`config.mk`:
```
export PLATFORM = sky130hd
export DESIGN_NAME = fetch_buffer
export DESIGN_NICKNAME = d
export VERILOG_FILES = /design/src/rtl/fetch_buffer_pkg.sv /design/src/rtl/fetch_fifo.sv /design/src/rtl/fetch_buffer.sv
export SDC_FILE = /design/constraint.sdc
export NUM_CORES = 1
export LEC_CHECK = 0
export BUFFER_PORTS_ARGS = -buffer_cell sky130_fd_sc_hd__buf_4
export CELL_PAD_IN_SITES_DETAIL_PLACEMENT = 0
export CELL_PAD_IN_SITES_GLOBAL_PLACEMENT = 1
export CORE_MARGIN = 5
export CORE_UTILIZATION = 50
export DETAILED_ROUTE_END_ITERATION = 7
export PLACE_DENSITY = 0.89
export SETUP_SLACK_MARGIN = 0.15
export SLEW_MARGIN = 20
export SYNTH_ARGS = -nofsm -noshare
export SYNTH_HDL_FRONTEND = slang
export SYNTH_SLANG_ARGS = --single-unit
```
`constraint.sdc`:
```
create_clock -name clk -period 2.5 [get_ports clk]
set_input_delay 0.125 -clock clk [delete_from_list [all_inputs] [get_ports clk]]
set_output_delay 0.125 -clock clk [all_outputs]
set_load 0.03 [all_outputs]
```
`src/rtl/fetch_buffer_pkg.sv`:
```
// rtl/fetch_buffer_pkg.sv - shared fetch widths, reset PC and fetch-entry type
package fetch_buffer_pkg;

  localparam int PC_W = 15;
  localparam int INST_W = 16;
  localparam logic [PC_W-1:0] DEFAULT_RESET_PC = 15'h0000;

  typedef struct packed {
    logic [PC_W-1:0]   pc;
    logic [INST_W-1:0] inst;
  } fetch_entry_t;

endpackage

```
`src/rtl/fetch_fifo.sv`:
```
// rtl/fetch_fifo.sv - circular queue of fetch entries with clear, push, pop and head
module fetch_fifo
  import fetch_buffer_pkg::*;
#(
  parameter int DEPTH = 4,
  localparam int AW = $clog2(DEPTH)
) (
  input  logic         clk,
  input  logic         rst,
  input  logic         clear,
  input  logic         push,
  input  logic         pop,
  input  fetch_entry_t wr_entry,
  output fetch_entry_t head,
  output logic [AW:0]  count
);

  logic [AW-1:0] rd_ptr;
  logic [AW-1:0] wr_ptr;
  fetch_entry_t  entries [DEPTH];

  always_ff @(posedge clk or posedge rst) begin
    if (rst) begin
      rd_ptr <= '0;
      wr_ptr <= '0;
      count  <= '0;
    end else if (clear) begin
      rd_ptr <= '0;
      wr_ptr <= '0;
      count  <= '0;
    end else begin
      if (push) wr_ptr <= wr_ptr + 1'b1;
      if (pop)  rd_ptr <= rd_ptr + 1'b1;
      case ({push, pop})
        2'b10:   count <= count + 1'b1;
        2'b01:   count <= count - 1'b1;
        default: count <= count;
      endcase
    end
  end

  // Storage needs no reset; count gates every read of it.
  always_ff @(posedge clk) begin
    if (push && !clear) entries[wr_ptr] <= wr_entry;
  end

  assign head = entries[rd_ptr];

endmodule

```
`src/rtl/fetch_buffer.sv`:
```
// rtl/fetch_buffer.sv - instruction prefetch queue with memory bypass and flush redirect
module fetch_buffer
  import fetch_buffer_pkg::*;
#(
  parameter int DEPTH = 4,
  parameter logic [PC_W-1:0] RESET_PC = DEFAULT_RESET_PC
) (
  input  logic              clk,
  input  logic              rst,
  output logic [PC_W-1:0]   imem_raddr,
  input  logic [INST_W-1:0] imem_rdata,
  input  logic              flush,
  input  logic [PC_W-1:0]   flush_pc,
  output logic              out_valid,
  output logic [INST_W-1:0] out_inst,
  output logic [PC_W-1:0]   out_pc,
  input  logic              out_ready
);

  localparam int AW = $clog2(DEPTH);
  localparam logic [AW+1:0] DEPTH_V = (AW+2)'(DEPTH);

  logic [PC_W-1:0] pc;
  logic            inflight;
  logic [PC_W-1:0] inflight_pc;
  logic [AW:0]     count;
  logic [AW+1:0]   used;
  logic            issue;
  logic            push;
  logic            pop;
  logic            queue_empty;
  fetch_entry_t    head;
  fetch_entry_t    wr_entry;

  // Credits cover both queued entries and the read still in flight.
  assign used        = {1'b0, count} + {{(AW+1){1'b0}}, inflight};
  assign issue       = !flush && (used < DEPTH_V);
  assign queue_empty = (count == '0);
  assign imem_raddr  = pc;

  assign out_valid = !queue_empty || inflight;
  assign out_inst  = queue_empty ? imem_rdata : head.inst;
  assign out_pc    = queue_empty ? inflight_pc : head.pc;

  assign pop  = out_valid && out_ready && !flush;
  // Data consumed straight off the bypass is never enqueued.
  assign push = inflight && !flush && !(queue_empty && out_ready);

  assign wr_entry.pc   = inflight_pc;
  assign wr_entry.inst = imem_rdata;

  always_ff @(posedge clk or posedge rst) begin
    if (rst) begin
      pc          <= RESET_PC;
      inflight    <= 1'b0;
      inflight_pc <= '0;
    end else if (flush) begin
      pc       <= flush_pc;
      inflight <= 1'b0;
    end else if (issue) begin
      pc          <= pc + 1'b1;
      inflight    <= 1'b1;
      inflight_pc <= pc;
    end else begin
      inflight <= 1'b0;
    end
  end

  fetch_fifo #(.DEPTH(DEPTH)) u_fifo (
    .clk      (clk),
    .rst      (rst),
    .clear    (flush),
    .push     (push),
    .pop      (pop && !queue_empty),
    .wr_entry (wr_entry),
    .head     (head),
    .count    (count)
  );

endmodule

```
# Word level (Yosys, flattened, before mapping)
# Memory sizes are Yosys's and may differ from the RTL's.
# Index checks and enable logic that the tools add are counted.
totals:
  ramBits: 124
  n_memories: 1
  latch_bits: 0
  mem_bits_ro: 0
  ff_bits: 38
  input_bits: 35
  output_inout_bits: 47
mem_list:
  columns: ["memory", "words", "width", "rd", "rd_ports_with_merged_regs", "wr", "line_no", "text"]
  rows:
  - ["u_fifo.entries", 4, 31, 1, 0, 1, "fetch_fifo.sv:20", "fetch_entry_t entries [DEPTH];"]
classes:
  muxes: 14
  shift: 0
  bitwise: 1
  n_div: 0
  reduce_logical: 18
  magnitude_cmp: 1
  n_mul: 0
  eq_ne: 2
  n_addsub: 6
ops:
  columns: ["operator", "n"]
  rows:
  - ["two-way mux 15 bit", 3]
  - ["two-way mux 16 bit", 1]
  - ["adder 15 x 1 -> 15 bit (second input constant)", 1]
  - ["logical AND 1 bit", 8]
  - ["two-way mux 2 bit", 4]
  - ["one-hot mux 3 bit (2 select lines)", 1]
  - ["nonzero test 2 bit", 3]
  - ["adder 2 x 1 -> 2 bit (second input constant)", 2]
  - ["adder 3 x 1 -> 4 bit", 1]
  - ["< comparator 4 x 3 -> 1 bit (second input constant)", 1]
  - ["two-way mux 1 bit", 4]
  - ["adder 3 x 1 -> 3 bit (second input constant)", 1]
  - ["logical NOT 1 bit", 3]
  - ["logical NOT 3 bit", 1]
  - ["two-way mux 3 bit", 1]
  - ["nonzero test 3 bit", 1]
  - ["subtractor 3 x 1 -> 3 bit (second input constant)", 1]
  - ["equality test 2 x 1 -> 1 bit (second input constant)", 1]
  - ["equality test 2 bit (second input constant)", 1]
  - ["AND reduction 2 bit", 1]
  - ["logical OR 1 bit", 1]
  - ["NOT 1 bit", 1]

# Longest topological paths before layout
depth:
  ltp_word: 9
  depth_mapped: 8
  depth_no_buf: 7

# Hierarchy
# From an unflattened synthesis, not the netlist that was laid out.
unflattened:
  cells_unflattened: 373
  area_unflattened_um2: 6855.3
modules_own_cells:
  columns: ["mod", "area_each_um2", "cells_each", "instances"]
  rows:
  - ["fetch_fifo", 4946.0, 204, 1]
  - ["fetch_buffer", 1909.3, 169, 1]

# Worst setup path after synthesis
# No wires, ideal clock.
synth_timing:
  path_kind: "register -> register"
  start: "register u_fifo.count[0]"
  end: "memory u_fifo.entries[0][0] in the netlist's numbering, enable pin"
  stages_incl_launch_ff: 5
  setup_ns: 0.391
  slack_ns: 0.329
  t_arrival_ns: 1.780
  cell_sequence: "dfrtp_1 > nor3_2 > a21bo_2 > nor2_1 > and2_1"
synth_between:
  elab_chain_cells: 7
synth_rtl:
  columns: ["element", "line_no", "text"]
  rows:
  - ["start: declaration", "fetch_fifo.sv:15", "output logic [AW:0] count"]
  - ["start signal: assignment", "fetch_fifo.sv:35", "2'b10: count <= count + 1'b1;"]
  - ["start signal: assignment", "fetch_fifo.sv:36", "2'b01: count <= count - 1'b1;"]
  - ["start signal: assignment", "fetch_fifo.sv:37", "default: count <= count;"]
  - ["logical NOT 3 bit", "fetch_buffer.sv:38", "assign queue_empty = (count == '0);"]
  - ["logical AND 1 bit", "fetch_buffer.sv:47", "assign push = inflight && !flush && !(queue_empty && out_ready);"]
  - ["logical NOT 1 bit", "fetch_buffer.sv:47", null]
  - ["logical AND 1 bit", "fetch_buffer.sv:47", null]
  - ["logical AND 1 bit", "fetch_fifo.sv:44", "if (push && !clear) entries[wr_ptr] <= wr_entry;"]
  - ["two-way mux 1 bit", "fetch_fifo.sv:44", null]
  - ["two-way mux 1 bit (not written as such)", "fetch_fifo.sv:44", null]
  - ["end: declaration", "fetch_fifo.sv:20", null]
# No other way between the ends.

# Worst setup path in the final report
layout_timing:
  start: "register u_fifo.rd_ptr[0]"
  end: "output port out_pc[4]"
layout_between:
  elab_chain_cells: 2
layout_rtl:
  columns: ["element", "line_no", "text"]
  rows:
  - ["start: declaration", "fetch_fifo.sv:18", "logic [AW-1:0] rd_ptr;"]
  - ["start signal: assignment", "fetch_fifo.sv:33", "if (pop) rd_ptr <= rd_ptr + 1'b1;"]
  - ["memory (4 x 31 bit)", null, null]
  - ["two-way mux 15 bit", "fetch_buffer.sv:43", "assign out_pc = queue_empty ? inflight_pc : head.pc;"]
  - ["end: declaration", "fetch_buffer.sv:16", "output logic [PC_W-1:0] out_pc,"]
# No other way between the ends.

==> flow_metrics.env <==
export IMPL_cts_setup_buffers=0
export IMPL_grt_max_degree=42
export IMPL_pre_cts_slack_ns=0.445
export IMPL_num_rows=42
export IMPL_cp_max_fo=17
export IMPL_mostFrequentLayoutCells="edfxtp_1, buf_4, mux2_2, dfrtp_1, mux4_2"
export IMPL_final_common_cell="edfxtp_1"
export IMPL_yosysUniqueCellTypes=42
export IMPL_hold_class="input port to flop"
export IMPL_switchingPower_w=0.00274
export IMPL_post_route_util_pct=64.4
export IMPL_ys_warn_count=0
export IMPL_cp_common_cell="buf_4"
export IMPL_worst_skew_pair_late_latency_ns=0.41
export IMPL_crit_path_start_kind="flop"
export IMPL_p_comb_share_pct=31.4
export IMPL_track_usage_pct=17.0
export IMPL_die_y_microns=127
export IMPL_cpPeakStageDelay_ns=0.56
export IMPL_wirelength_microns=13000
export IMPL_crit_arrival_ns=2.10
export IMPL_num_vias=3691
export IMPL_syn_area_per_cell_sq_um=18.6
export IMPL_die_area_sq_mm=0.0162
export IMPL_synth_fp_nets=411
export IMPL_crit_slowest_cell="mux4_2"
export IMPL_hold_viol_final=0
export IMPL_final_cell_area_sq_mm=0.00859
export IMPL_p_leak_nw=3.13
export IMPL_htree_levels=4
export IMPL_crit_chain="buf_4 > mux4_2 > mux2_2 > buf_4"
export IMPL_drc=0
export IMPL_drt_initial_drc_count=240
export IMPL_cts_buffer_depth=2
export IMPL_p_clk_share_pct=28.8
export IMPL_cts_sinks=162
export IMPL_synth_seq_cells=162
export IMPL_skew_ns=0.00951
export IMPL_postLayoutSetupSlackWorst_ns=0.272
export IMPL_pwr_share_seq_pct=39.9
export IMPL_area_growth_pct=25.2
export IMPL_io_pins=82
export IMPL_port_buffers=81
export IMPL_ir_worst_vdd_mv=0.433
export IMPL_swShare_pct=30.9
export IMPL_yosysSeqAreaShare_pct=68.1
export IMPL_crit_type="flop to output pin"
export IMPL_gp_congestion=0.805
export IMPL_status="finished, final reports clean"
export IMPL_clock_root_buffer="clkbuf_16"
export IMPL_finalCritPeriodShare_pct=89.1
export IMPL_drv_cap=0
export IMPL_rsz0062_at_grt="false"
export IMPL_initial_core_util_pct=51.4
export IMPL_hold_slack_ns=0.0326
export IMPL_p_per_area_mw_per_mm2=1030
export IMPL_fp_dieW_microns=127
export IMPL_ant_nets=0
export IMPL_fmax_mhz=449
export IMPL_setup_viol=0
export IMPL_vias_per_cell=5.40
export IMPL_postPlaceCellArea_sq_mm=0.00771
export IMPL_grt_pass1_wl_microns=21300
export IMPL_cts_tree="built"
export IMPL_netlist_area_sq_mm=0.00687
export IMPL_cp_end_kind="output pin"
export IMPL_finalMaxSlewViolations=0
export IMPL_path_clk_slew_ns=0.06
export IMPL_synthCells=370
export IMPL_drive_gt1_share_pct=41.9
export IMPL_fin_setup_tns_ns=0
export IMPL_layout_nets=536
export IMPL_grt_pass1_vias=3985
export IMPL_cts_inserted_buffers=17
export IMPL_crit_required_ns=2.38
export IMPL_n_antenna_cell=0
export IMPL_internal_power_w=0.00612
export IMPL_grt_overflow=0
export IMPL_tightest_slew_ns=0.461
export IMPL_dp_hpwl_microns=8330
export IMPL_coreArea_sq_mm=0.0133
export IMPL_relSlewSlack_pct=69.2
export IMPL_first_pass_iters=4
export IMPL_final_min_clock_period_ns=2.23
export IMPL_avgRoutedWirePerCell_microns=19.0
export IMPL_antenna_found_initial=0
[cell type report]
type	count	area, sq um
Clock buffer	18	429
Clock inverter	14	164
Fill cell	953	4750
Inverter	5	18.8
Multi-Input combinational cell	185	2050
Sequential cell	162	4680
Tap cell	176	220
Timing Repair Buffer	124	1030
[per-stage QoR]
stage	power (W)	instances
floorplan	0.00548	370
global placement	0.00629	623
detailed placement	0.00636	623
CTS	0.00897	684
global route	0.00926	684
finish	0.00886	684
[per-layer routing]
| layer | wire length, microns | global-route usage [%] | up-vias | part of all wire, % |
|---|---|---|---|---|
| li1 | - | - | 1706 | - |
| met1 | 5760 | 22.9 | 1879 | 44 |
| met2 | 6740 | 28.4 | 102 | 52 |
| met3 | 502 | 3.88 | 4 | 3.9 |
| met4 | 27 | 3.79 | 0 | 0.21 |
| met5 | 0 | 0 | - | 0 |
[cells by family (layout without fill, tap and decap cells)]
logic type      Yosys count  after routing  share of synthesized area [%]
mux                      82             82                           18.9
flops                   162            162                           68.1
compound gates           22             22                           2.31
fa+ha+maj                 6              6                           1.20
simple gates             60             60                           5.39
buf+inv                  23            161                           2.15
xor+xnor                 15             15                           1.91
[state kept, by name, summed over array words and instances, names as in the netlist]
signal / flops
inflight: 1
u_fifo.rd_ptr: 2
inflight_pc: 15
u_fifo.entries: 124
imem_raddr: 15
u_fifo.wr_ptr: 2
u_fifo.count: 3
[path summary, 6_finish.rpt]
path,start,cells past startpoint,endpoint,slack (ns)
worst max register to register,u_fifo.count[0],6,u_fifo.count[2],0.40
worst min register to register,u_fifo.rd_ptr[1],2,u_fifo.rd_ptr[1],0.56
worst min-delay path,flush_pc[12],3,imem_raddr[12],0.03
min in group asynchronous,rst,3,inflight_pc[4],0.24
worst max-delay path,u_fifo.rd_ptr[0],4,out_pc[4],0.27
max in group asynchronous,rst,4,imem_raddr[14],1.55
[Yosys cell counts (all sizes together)]
cell | number | share of area [%]
o31ai | 2 | 0.22
nand3b | 3 | 0.33
and3 | 1 | 0.091
mux4 | 31 | 10
nand2 | 14 | 0.77
edfxtp | 124 | 54
ha | 5 | 0.91
dfrtp | 38 | 14
buf | 11 | 1.5
mux2 | 46 | 8.0
a21bo | 1 | 0.15
mux2i | 5 | 0.73
nor3 | 5 | 0.67
nand3 | 4 | 0.47
nand4 | 5 | 0.46
nor3b | 1 | 0.11
a22oi | 1 | 0.11
a31oi | 2 | 0.40
nand2b | 4 | 0.36
clkbuf | 7 | 0.38
and2 | 5 | 0.46
xor2 | 7 | 0.89
or2 | 1 | 0.091
o21ai | 11 | 0.80
nor4 | 4 | 0.46
nor4b | 1 | 0.22
inv | 5 | 0.27
o31a | 5 | 0.64
and4 | 3 | 0.42
xnor2 | 8 | 1.0
fa | 1 | 0.29
nor2 | 9 | 0.49
[power by group through the flow]
stage | Clock (W) | Sequential (W) | Combinational, W
global route | 0.00273 | 0.00358 | 0.00295
global placement | 0 | 0.00356 | 0.00273
CTS | 0.00260 | 0.00354 | 0.00283
floorplan | 0 | 0.00353 | 0.00195
detailed placement | 0 | 0.00359 | 0.00277
finish | 0.00255 | 0.00353 | 0.00278
[worst max-delay path, delay by kind of cell, from the launching register on]
| kind | cells | cell delay (ns) |
|---|---|---|
| buffers and inverters | 2 | 0.50 |
| multiplexers | 2 | 0.85 |
| flip-flops | 1 | 0.35 |
[repair_timing]
item,4_1_cts,5_1_grt
resized for setup,1,0
endpoints found under the hold margin,85,0
setup endpoints to repair,2,0
hold buffers,29,0
No activity file was read; power rests on OpenSTA's default activity.
